`src/rtl/write_fifo_status_ctrl.sv`:
```
// write_fifo_status_ctrl
// Write-path burst scheduler: watches the video-input FIFO fill level and asks
// the AXI write master to drain it, with a full THRESHOLD-beat burst when
// enough data is buffered, or a shorter tail burst to flush the frame residue.
//
// Optional feature macro: WR_TAIL_FLUSH_EN
//   defined   -> tail-burst flush at frame end (trig_tail, WR_TAIL, tail_req)
//   undefined -> tail_req tied low; residue waits for later frames
//
// Ports
//   clock        in   sole clock
//   rst_n        in   asynchronous active-low reset
//   enable       in   permits new requests (in-flight requests always complete)
//   count        in   FIFO word count (9 bits)
//   tail_status  in   last word of the frame is in the FIFO
//   burst_req    out  full-burst request (level)
//   tail_req     out  tail-burst request (level)
//   resp         in   pulse: master accepted the pending request
//   done         in   pulse: accepted burst completed on AXI
//   req_len      out  burst length, stable from request until done
//   busy         out  FSM not idle
//   overflow     out  sticky: FIFO seen at or above FULL_LEN-1
module write_fifo_status_ctrl #(
    parameter int unsigned THRESHOLD = 128,
    parameter int unsigned FULL_LEN  = 256,
    parameter int unsigned LSIZE     = 9
) (
    input  logic             clock,
    input  logic             rst_n,
    input  logic             enable,
    input  logic [8:0]       count,
    input  logic             tail_status,
    output logic             burst_req,
    output logic             tail_req,
    input  logic             resp,
    input  logic             done,
    output logic [LSIZE-1:0] req_len,
    output logic             busy,
    output logic             overflow
);

    localparam int unsigned CW = 9;

    typedef enum logic [2:0] {
        IDLE      = 3'd0,
        NEED_WR   = 3'd1,
        WR_TAIL   = 3'd2,
        WAIT_DONE = 3'd3,
        FSH       = 3'd4
    } state_e;

    state_e           state_q, state_d;
    logic             trig_burst_q, trig_burst_d;
    logic             trig_tail_q;
    logic [LSIZE-1:0] req_len_q, req_len_d;
    logic             burst_req_q;
    logic             busy_q;
    logic             overflow_q, overflow_d;

    assign trig_burst_d = enable && (count >= CW'(THRESHOLD));

`ifdef WR_TAIL_FLUSH_EN
    logic          trig_tail_d;
    logic [CW-1:0] cnt_q;
    logic          tail_req_q;

    // Tail only when there is residue that a full burst will not cover.
    assign trig_tail_d = enable && tail_status && (count != '0) && (count < CW'(THRESHOLD));

    // Tail trigger, count snapshot and tail request register
    always_ff @(posedge clock or negedge rst_n) begin
        if (!rst_n) begin
            trig_tail_q <= 1'b0;
            cnt_q       <= '0;
            tail_req_q  <= 1'b0;
        end else begin
            trig_tail_q <= trig_tail_d;
            cnt_q       <= count;
            tail_req_q  <= (state_d == WR_TAIL);
        end
    end

    assign tail_req = tail_req_q;
`else
    logic unused_tail_status;

    assign unused_tail_status = tail_status;
    assign trig_tail_q        = 1'b0;
    assign tail_req           = 1'b0;
`endif

    // Next state, request length and overflow flag
    always_comb begin
        state_d    = state_q;
        req_len_d  = req_len_q;
        overflow_d = overflow_q;

        case (state_q)
            IDLE: begin
                if (trig_burst_q) begin
                    state_d = NEED_WR;
                end else if (trig_tail_q) begin
                    state_d = WR_TAIL;
                end
            end
            NEED_WR, WR_TAIL: begin
                if (resp) begin
                    state_d = WAIT_DONE;
                end
            end
            WAIT_DONE: begin
                if (done) begin
                    state_d = FSH;
                end
            end
            // One settling cycle so count reflects the drained words.
            FSH:     state_d = IDLE;
            default: state_d = IDLE;
        endcase

        if ((state_d == NEED_WR) && (state_q != NEED_WR)) begin
            req_len_d = LSIZE'(THRESHOLD);
        end
`ifdef WR_TAIL_FLUSH_EN
        else if ((state_d == WR_TAIL) && (state_q != WR_TAIL)) begin
            req_len_d = LSIZE'(cnt_q);
        end
`endif

        // Set wins over clear.
        if (count >= CW'(FULL_LEN - 1)) begin
            overflow_d = 1'b1;
        end else if (!enable) begin
            overflow_d = 1'b0;
        end
    end

    // State and registered outputs
    always_ff @(posedge clock or negedge rst_n) begin
        if (!rst_n) begin
            state_q      <= IDLE;
            trig_burst_q <= 1'b0;
            req_len_q    <= '0;
            burst_req_q  <= 1'b0;
            busy_q       <= 1'b0;
            overflow_q   <= 1'b0;
        end else begin
            state_q      <= state_d;
            trig_burst_q <= trig_burst_d;
            req_len_q    <= req_len_d;
            burst_req_q  <= (state_d == NEED_WR);
            busy_q       <= (state_d != IDLE);
            overflow_q   <= overflow_d;
        end
    end

    assign burst_req = burst_req_q;
    assign busy      = busy_q;
    assign req_len   = req_len_q;
    assign overflow  = overflow_q;

endmodule

```
`config.mk`:
```
export PLATFORM = sky130hd
export DESIGN_NAME = write_fifo_status_ctrl
export DESIGN_NICKNAME = d
export VERILOG_FILES = /design/src/rtl/write_fifo_status_ctrl.sv
export SDC_FILE = /design/constraint.sdc
export NUM_CORES = 1
export LEC_CHECK = 0
export ABC_AREA = 0
export CORE_UTILIZATION = 25
export CTS_BUF_LIST = sky130_fd_sc_hd__clkbuf_16
export DETAILED_ROUTE_END_ITERATION = 10
export PLACE_DENSITY = 0.61
export SYNTH_ARGS = -nofsm -noshare
export SYNTH_HDL_FRONTEND = slang
export SYNTH_SLANG_ARGS = --single-unit
```
`constraint.sdc`:
```
create_clock -name clock -period 1.5 [get_ports clock]
set_input_delay 0.15 -clock clock [delete_from_list [all_inputs] [get_ports clock]]
set_output_delay 0.15 -clock clock [all_outputs]
set_load 0.02 [all_outputs]
```
==> flow_summary.yaml <==
setup_path:
  cp_cell_sequence: "clkdlybuf4s50_1"
  crit_path_end_kind: "primary output"
  crit_required_ns: 1.35
  worstPathMaxFanout: 2
  r2r_cells: 3
  cp.depth: 1
  critical_path_class: "flop to primary output"
  cpPeakStageDelay_ns: 0.61
  path_buf_inv: 1
  crit_family: "buffers and inverters"
  cp.arrival_ns: 1.17
  r2r_slack_ns: 0.55
  cpMaxStageDelayCell: "clkdlybuf4s50_1"
  worstSetupStartpointType: "flop"
yosys:
  syn_inst: 38
  synth-seq-cells: 8
  yosys_warnings: 0
  yosysSeqAreaShare_pct: 51.4
  synth_top_area_cell: "dfrtp_1"
  yosys-top-cells-count: "buf_4, dfrtp_1, a21oi_1"
  synth.avg_cell_area_um2: 10.2
  ys_top_cells_by_area: "dfrtp_1, buf_4, a21oi_1"
  syn_area_um2: 389
  synth-async-reset-ratio_pct: 100
  yosysMostFrequentCell: "buf_4"
  synth.top_cell.area_share_pct: 51.4
  ys.flop_type: "dfrtp_1"
  synth_cell_types: 18
  synth-edff-count: 0
clock_tree:
  clock_tree.root_cell: "clkbuf_16"
  cts_resized: 0
  cts_setup_buffers: 0
  clk_latency_ns: 0.23
  cts_made_buffers: 3
  clock_path_buffers: 2
  clkSinkCount: 8
  clkTransAtPathRegs_ns: 0.04
  tritoncts: "built"
  cts_hold_buf: 0
  htree_levels: 1
floorplanning:
  start_util_pct: 28.5
  fp.dieW_um: 41.5
  rows: 13
  pin_count: 28
  dieArea_um2: 1720
  core_um2: 1370
  die_y_um: 41.5
cells_and_area:
  diodes: 0
  area_growth_pct: 58.2
  nFillCells: 144
  finalNonFillerCells: 72
  drive_gt1_share_pct: 8.77
  nets: 74
timing:
  fin_tns_setup_ns: 0
  setup_viol: 0
  hold_violations: 0
  drv_slew: 0
  min_period_ns: 1.32
  rsz0062_at_grt: "false"
  clock_skew_ns: 0.00203
  fmax_mhz: 756
  timing.final.crit_share_pct: 88.2
grt:
  use_met3_pct: 6.96
  grt_pass1_vias: 294
  gr-usage-met1_pct: 10.8
  grt_pass1_wl_um: 1290
  grt_start_max_net_pins: 9
  antenna_found_initial: 0
  met2_usage_pct: 15.9
  overflow: 0
  grt_usage_pct: 10.2
  grt-busiest-layer: "met2"
route:
  routed_wirelength_um: 719
  drt_first_iter_violations: 2
  via_per_inst: 4.40
  ant_nets: 0
  wl_per_cell_um: 9.99
  vias: 317
  firstDrtPassIters: 4
  drc: 0
placed_design:
  portBuffers: 17
  post-place-cells: 69
  gp_congestion: 0.646
  dp_hpwl_um: 524
power_and_ir_drop:
  vdd_drop_max_v: 0.000761
  p_leak_nw: 0.264
  power_density_nw_per_um2: 1710
run_status:
  status: "finished, final reports clean"
job:
  cap_violations: 0
min_path:
  hp-class: "input port to asynchronous set/reset pin"
[cells by family (layout without fill, tap and decap cells)]
family	count (synthesis)	count (layout)	share of synthesized area, %
other cells	1	9	0.964
buf+inv	10	21	18.3
compound gates	8	8	12.2
simple gates	11	11	17.0
flops	8	8	51.4
[flip-flops by register name, indices dropped and copies added, names as in the netlist]
signal,count
overflow,1
busy,1
trig_burst_q,1
req_len,1
burst_req,1
state_q,3
[layout by cell type (no fill, tap or decap)]
cell             instances
nor2b_1                  1
o21a_1                   1
dfrtp_1                  8
nor2_2                   1
nor3b_1                  1
clkbuf_16                3
nor2_1                   1
a21boi_1                 1
conb_1                   9
nand4_1                  2
nor3_1                   1
clkdlybuf4s50_1         17
inv_1                    1
nand3b_1                 1
o21ai_0                  2
nor3_2                   1
a21o_1                   1
nand2_1                  2
a21oi_1                  3
[path summary, 6_finish.rpt]
| check | startpoint | end |
|---|---|---|
| worst min-delay path | rst_n | state_q[0] |
| worst max register to register | state_q[1] | state_q[0] |
| max in group asynchronous | rst_n | req_len[7] |
| min in group clock | req_len[7] | req_len[7] |
| worst max-delay path | overflow | overflow |
| worst min register to register | req_len[7] | req_len[7] |
[final cells by class]
class	instances	area, um^2	share of cell area, %
inverters	1	3.75	0.610
repair buffers	17	170	27.6
clock buffers	3	75.1	12.2
flip-flops and latches	8	200	32.5
multi-input cells	28	148	24.0
well taps	15	18.8	3.05
[per-stage QoR]
step                      power (mW)  setup WS (ns)  utilization [%]  area (um^2)  hold slack, ns
after detailed placement       0.610          0.413             39.6          541           0.447
after global routing            1.12          0.151             45.1          616           0.226
after floorplan                0.502          0.611                -          419          -0.146
after CTS                       1.07          0.166             45.1          616           0.215
after global placement         0.604          0.421             39.6          541           0.448
final                           1.05          0.177             45.1          616           0.199
[metal layers]
layer	wire length [um]	vias up
met1	259	148
li1	-	148
met2	369	21
met4	0	0
met3	91	0
met5	0	-
[where the power goes]
group	switching, mW	internal [mW]	total [mW]
registers	0.0635	0.281	0.345
logic	0.125	0.136	0.261
clock network	0.104	0.344	0.448
total	0.293	0.760	1.05
(Power assumes the default switching activity.)
